### src/rtl/seq_pass_detector.sv
// seq_pass_detector: parametrised Moore serial-pattern detector.
// A KMP automaton over the bit-serial input x (qualified by en) raises z while
// the state register sits in MATCH. A saturating, clearable counter tallies
// every accepted edge that lands in MATCH.
//
// State index k (0..PAT_W) means the last k accepted bits equal the first k
// pattern bits; k == PAT_W is MATCH. The next-state table is derived from
// PATTERN while the design elaborates, so retargeting the detector only
// needs new parameter values.
module seq_pass_detector #(
  parameter int                 PAT_W   = 3,
  parameter logic [PAT_W-1:0]   PATTERN = 3'b101,
  parameter bit                 OVERLAP = 1'b1,
  parameter int                 CNT_W   = 8
) (
  input  logic             clk,
  input  logic             rst_n,
  input  logic             en,
  input  logic             x,
  input  logic             clr_cnt,
  output logic             z,
  output logic [CNT_W-1:0] match_cnt
);

  // State register width: enough to hold indices 0..PAT_W.
  localparam int SW = $clog2(PAT_W + 1);

  // The state index is numeric rather than a named enum because the number
  // of states follows PAT_W.
  typedef logic [SW-1:0] state_t;

  localparam state_t S0_ST    = '0;
  localparam state_t MATCH_ST = SW'(PAT_W);

  // Reject pattern lengths the detector is not built for.
  if (PAT_W < 2 || PAT_W > 16) begin : g_bad_pat_w
    $error("seq_pass_detector: PAT_W=%0d is outside the legal range 2..16", PAT_W);
  end

  // ---------------------------------------------------------------------------
  // Elaboration-time helpers
  // ---------------------------------------------------------------------------

  // Pattern bit in arrival order: index 0 is the first bit received, which
  // lives in the MSB of PATTERN.
  function automatic logic pat_bit(input int i);
    return 1'(16'(PATTERN) >> (PAT_W - 1 - i));
  endfunction

  // Next state from state k when bit b is accepted.
  // The accepted history implied by state k is the first k pattern bits
  // (the whole pattern for MATCH). Appending b and taking the longest pattern
  // prefix that is also a suffix of that history gives the KMP transition.
  // This covers both the forward step (b matches bit k) and every fallback,
  // including MATCH->MATCH for self-overlapping patterns such as 11.
  // Without overlap, a match forgets its history and restarts from S0.
  function automatic int next_of(input int k, input logic b);
    logic [16:0] seq;
    int          len;
    int          best;
    logic        ok;

    if (k == PAT_W && !OVERLAP) begin
      return (b == pat_bit(0)) ? 1 : 0;
    end

    // seq[i] holds the i-th bit of the history, oldest first.
    seq = '0;
    for (int i = 0; i < k; i++) begin
      seq = seq | (17'(pat_bit(i)) << i);
    end
    seq = seq | (17'(b) << k);
    len = k + 1;

    best = 0;
    for (int j = 1; j <= PAT_W; j++) begin
      if (j <= len) begin
        ok = 1'b1;
        for (int i = 0; i < j; i++) begin
          if (1'(seq >> (len - j + i)) != pat_bit(i)) begin
            ok = 1'b0;
          end
        end
        if (ok) begin
          best = j;
        end
      end
    end
    return best;
  endfunction

  // ---------------------------------------------------------------------------
  // Transition table, one entry per state and input bit value
  // ---------------------------------------------------------------------------
  state_t nxt_on0 [PAT_W+1];
  state_t nxt_on1 [PAT_W+1];

  for (genvar gi = 0; gi <= PAT_W; gi++) begin : g_state
    localparam state_t N0 = SW'(next_of(gi, 1'b0));
    localparam state_t N1 = SW'(next_of(gi, 1'b1));
    assign nxt_on0[gi] = N0;
    assign nxt_on1[gi] = N1;
  end

  // ---------------------------------------------------------------------------
  // Datapath
  // ---------------------------------------------------------------------------
  state_t           state_q, state_d;
  logic             z_q, z_d;
  logic [CNT_W-1:0] cnt_q, cnt_d;
  logic             hit;

  // Advance the automaton only on qualified bits; otherwise hold.
  always_comb begin
    state_d = state_q;
    if (en) begin
      state_d = x ? nxt_on1[state_q] : nxt_on0[state_q];
    end
  end

  // z is the registered decode of the next state, so it reflects the state
  // register after each edge with no combinational path from x or en.
  always_comb begin
    z_d = (state_d == MATCH_ST);
  end

  // Count accepted edges that land in MATCH; clear wins, and the count
  // sticks at all-ones instead of wrapping.
  always_comb begin
    hit   = en && (state_d == MATCH_ST);
    cnt_d = cnt_q;
    if (clr_cnt) begin
      cnt_d = '0;
    end else if (hit && (cnt_q != '1)) begin
      cnt_d = cnt_q + CNT_W'(1);
    end
  end

  // State, output and counter registers; reset overrides en and clr_cnt.
  always_ff @(posedge clk) begin
    if (!rst_n) begin
      state_q <= S0_ST;
      z_q     <= 1'b0;
      cnt_q   <= '0;
    end else begin
      state_q <= state_d;
      z_q     <= z_d;
      cnt_q   <= cnt_d;
    end
  end

  assign z         = z_q;
  assign match_cnt = cnt_q;

endmodule

### config.mk
export PLATFORM = sky130hd
export DESIGN_NAME = seq_pass_detector
export DESIGN_NICKNAME = d
export VERILOG_FILES = /design/src/rtl/seq_pass_detector.sv
export SDC_FILE = /design/constraint.sdc
export NUM_CORES = 1
export LEC_CHECK = 0
export ABC_AREA = 1
export CELL_PAD_IN_SITES_DETAIL_PLACEMENT = 2
export CELL_PAD_IN_SITES_GLOBAL_PLACEMENT = 2
export CORE_ASPECT_RATIO = 0.6
export CORE_MARGIN = 5
export CORE_UTILIZATION = 27
export DETAILED_ROUTE_END_ITERATION = 8
export GPL_TIMING_DRIVEN = 0
export PLACE_DENSITY_LB_ADDON = 0.25
export SYNTH_ARGS = -nofsm -noshare
export SYNTH_HDL_FRONTEND = slang
export SYNTH_SLANG_ARGS = --single-unit
### constraint.sdc
create_clock -name clk -period 3.5 [get_ports clk]
set_clock_uncertainty 0.15 [all_clocks]
set_input_delay 1.05 -clock clk [delete_from_list [all_inputs] [get_ports clk]]
set_output_delay 1.05 -clock clk [all_outputs]
set_load 0.005 [all_outputs]
---- Word-level counts from Yosys, hierarchy flattened ----
Cells that the tools add are included.
word-level totals
  logic and storage cells ................. 20
  flip-flop bits (word level) ............. 11
cells by class
  bitwise logic cells ..................... 2
  add/sub/neg operators ................... 1
  equality and inequality tests ........... 2
  order comparisons ....................... 1
  reduce and logical (&&, ||, !) cells .... 3
  muxes and demuxes ....................... 8
operators with widths
  cell                 number
  $mux 2               6
  $add 8x1->8 const B  1
  $bmux 2 s2           2
  $ne 8x8->1 const B   1
  $ge 3x3->1 const B   1
  $not 2->3            1
  $eq 2x2->1 const B   1
  $logic_and 1x1->1    2
  $reduce_or 2->1      1
  $not 1->1            1

---- Logic depth before layout (Yosys ltp) ----
  depth after elaboration ................. 9
  gate-level depth with buffers ........... 8

---- Worst setup path before layout ----
OpenSTA, ideal clock, no wires.
  path kind ............................... input-to-reg
  start point ............................. input rst_n
  end point ............................... register cnt_q[0] (netlist: match_cnt[0])
  cell stages on the path ................. 4
  path buffers ............................ 1
  arrival ................................. 1.566 ns
  setup slack ............................. 1.647 ns
  setup time .............................. 0.137 ns
  cells stage by stage .................... inv_2 -> or2_1 -> buf_1 -> a21oi_2
between the ends
  word-level cells in the longest chain between the ends .. 2
RTL lines
  what                       RTL line  text
  start: declaration         17        input logic rst_n,
  $not 1->1 (no line)        -
  $reduce_or 2->1 (no line)  -
  end signal: assignment     148       cnt_q <= cnt_d;
  end: declaration           110       logic [CNT_W-1:0] cnt_q, cnt_d;
No other way between the ends.
A chain may end at the register's enable or synchronous reset.

---- Worst setup path in the final report ----
  start point ............................. register cnt_q[2] (netlist: match_cnt[2])
  end point ............................... output match_cnt[2]
RTL lines
  what              RTL line  text
  end: declaration  22        output logic [CNT_W-1:0] match_cnt
No word-level cell between the ends.

==> flow_summary_export.csv <==
group,metric,value,unit
critical_path,crit_family,"buffers and inverters",
floorplanning,die_area,3327,um2
power_and_ir_drop,sw_frac_of_total,21.79,%
finish,drive_above_1_share,18.45,%
route,first_pass_iters,2,
route,drt_wl_total,1776,um
critical_path,cp-end-kind,"output pin",
synthesis,synth.distinct_cells,20,
synthesis,synth_seq_area_share,36.29,%
synthesis,avgSynthCellArea,7.056,um2
critical_path,worst_ep_arrival_time,1.22,ns
power_and_ir_drop,powerDensity,328.9,nW/um2
finish,mostFrequentLayoutCell,"nand2_1",
route,num_vias,590,
route,drc,0,
clock_tree,postCtsSetupRepairBufs,0,
synthesis,yosys_warnings,0,
finish,seq_area,220.2,um2
place,place.gp.congestion,0.7155,
finish,area.growth.synth_to_final,35.26,%
synthesis,netlist.area_leader.share,36.29,%
finish,layout_common_cells,"nand2_1 (29), clkdlybuf4s50_1 (13), dfxtp_1 (11)",
global_route,grt_overflow,0,
critical_path,cp.required,2.30,ns
finish,fin_util,38.23,%
clock_tree,cts_resized,0,
global_route,grt_usage,12.42,%
critical_path,critPathKind,"flop to output pin",
critical_path,critPathSlowestCell,"clkdlybuf4s50_1",
finish,fillerInstances,260,
place,numPortBuffers,13,
power_and_ir_drop,p_seq_share,47.3,%
floorplanning,fp-row-count,13,
clock_tree,htree_levels,1,
place,placed_area,774.5,um2
clock_tree,cts_tree,"done",
floorplanning,fp.dieH,46.72,um
power_and_ir_drop,comb_power_share,5.1,%
finish,stdcell_area,820.8,um2
synthesis,synth_top_area_cell,"dfxtp_1",
global_route,first_global_vias,632,
critical_path,setup.worst_path.start_class,"flop",
floorplanning,core_area,2147,um2
run_status,status,"completed",
clock_tree,cts_buffers,3,
synthesis,synthMuxAreaShare,0,%
power_and_ir_drop,power.total,0.2699,mW
floorplanning,initial_core_util,28.26,%
synthesis,ys_top_cells_by_area,"dfxtp_1 (36%), nand2_1 (18%), a21oi_2 (12%), inv_1 (5.6%), nor2_1 (4.9%)",
global_route,grt_pass1_wl,2967,um
power_and_ir_drop,p_switching,0.05883,mW
sta,period_share,69.22,%
sta,drv_slew,0,
clock_tree,clk_latency,0.24,ns
floorplanning,io_pins,14,
synthesis,synth_top_family_by_area,"simple AND/OR/NAND/NOR gates",
power_and_ir_drop,p_leak,0.2982,nW
synthesis,synth_seq_cells,11,
clock_tree,cts-root-buf,"clkbuf_8",
power_and_ir_drop,pwr-share-clk,47.7,%
floorplanning,die_width,71.21,um
power_and_ir_drop,ir_drop,0.0001322,V
synthesis,synthesis.nets,92,
sta,finalSetupTns,0,ns
sta,setup_viol,0,
synthesis,syn_area,606.8,um2
sta,fin_crit,2.423,ns
critical_path,crit_chain,"clkdlybuf4s50_1",
clock_tree,clkSlewWorstSetupHoldPaths,0.05,ns
finish,fin_nets,110,
synthesis,synth_compound_area_share,15.26,%
finish,diodes,0,
synthesis,synth-simple-area-share,34.64,%
sta,tightestPinTransition,0.6528,ns
synthesis,synth_cells,86,
clock_tree,hold_buffers,0,
synthesis,yosys.area_share.adder,2.062,%
sta,holdWs,0.3692,ns
sta,slew_headroom,56.48,%
finish,multiInputGateArea,341.6,um2
sta,rsz0062_at_grt,"false",
route,viasPerCell,4.436,
place,post-dp-hpwl,1327,um
run,drv_cap,0,
critical_path,cpPeakStageDelay,0.54,ns
worst_hold_path,hold_path.class,"flop to flop",
route,drt-wirelength-per-cell,13.35,um
critical_path,r2r_slack,1.84,ns
critical_path,crit_fanout,6,
route,drtAntennaViolNets,0,
clock_tree,cts_max_path_buffers,2,
power_and_ir_drop,internal-power,0.2111,mW
sta,fmax,0.4128,GHz
sta,hold_violations,0,
synthesis,synth_xor_area_share,4.330,%
global_route,grt_max_degree,10,
route,drt_iter0_markers,8,
global_route,antenna_found_initial,0,
clock_tree,cts_sinks,11,
critical_path,crit_buf_inv,1,
==> cell usage after synthesis <==
library cell,n
nand3_1,2
nor2_1,8
xor2_1,3
o21ai_0,2
nand4_1,1
buf_1,1
ha_1,1
a21oi_1,1
or2_1,1
nand2_4,1
nand3b_1,1
inv_2,2
nor2_4,1
a211oi_1,1
nand2_1,29
dfxtp_1,11
nor2_2,1
a21oi_2,8
inv_1,9
nand2_2,2
==> path summary, 6_finish.rpt <==
| path | cells after the start | from | endpoint |
|---|---|---|---|
| setup / recovery | 1 | match_cnt[2] | match_cnt[2] |
| hold / removal | 2 | match_cnt[1] | match_cnt[1] |
| setup reg to reg | 8 | match_cnt[0] | match_cnt[3] |
| hold reg to reg | 2 | match_cnt[1] | match_cnt[1] |
==> logic make-up (layout without fill, tap and decap cells) <==
| family | count (synthesis) | count (layout) |
|---|---|---|
| xor gates and xnor gates | 3 | 3 |
| buffers and inverters | 12 | 29 |
| and+or+nand+nor | 47 | 47 |
| AOI/OAI and AO/OA | 12 | 12 |
| DFF | 11 | 11 |
| adders and majority gates | 1 | 1 |
==> power by group through the flow <==
stage | Combinational, mW | Sequential, mW | Clock, mW
2_1_floorplan | 0.00625 | 0.130 | 0
3_3_place_gp | 0.0134 | 0.130 | 0
3_5_place_dp | 0.0138 | 0.130 | 0
4_1_cts | 0.0139 | 0.128 | 0.134
5_1_grt | 0.0152 | 0.128 | 0.137
6_report | 0.0137 | 0.128 | 0.129
==> flip-flops by register name, summed over array words and instances (netlist names) <==
register and flops:
z 1, state_q 2, match_cnt 8
==> per-stage QoR <==
stage / worst slack [ns] / cells
2_1_floorplan: 1.647 / 86
6_report: 1.077 / 133
5_1_grt: 1.028 / 133
3_5_place_dp: 0.9757 / 129
4_1_cts: 1.060 / 133
3_3_place_gp: 1.013 / 129
==> metal layers <==
| metal | wire, um | global-route usage [%] | share of wire [%] | vias to the layer above |
|---|---|---|---|---|
| met5 | 0 | 0 | 0 | - |
| met2 | 768 | 20.07 | 43 | 10 |
| met4 | 19 | 4.494 | 1.1 | 0 |
| met3 | 78 | 5.447 | 4.4 | 4 |
| li1 | - | - | - | 300 |
| met1 | 910 | 15.02 | 51 | 276 |
==> final cells by class <==
class	instances	area share, %
Buffer	1	0.4573
Clock buffer	3	5.030
Clock inverter	1	0.6098
Inverter	11	5.030
Multi-Input combinational cell	63	41.62
Sequential cell	11	26.83
Tap cell	30	4.573
Timing Repair Buffer	13	15.85
Power figures use the tool's default switching activity.
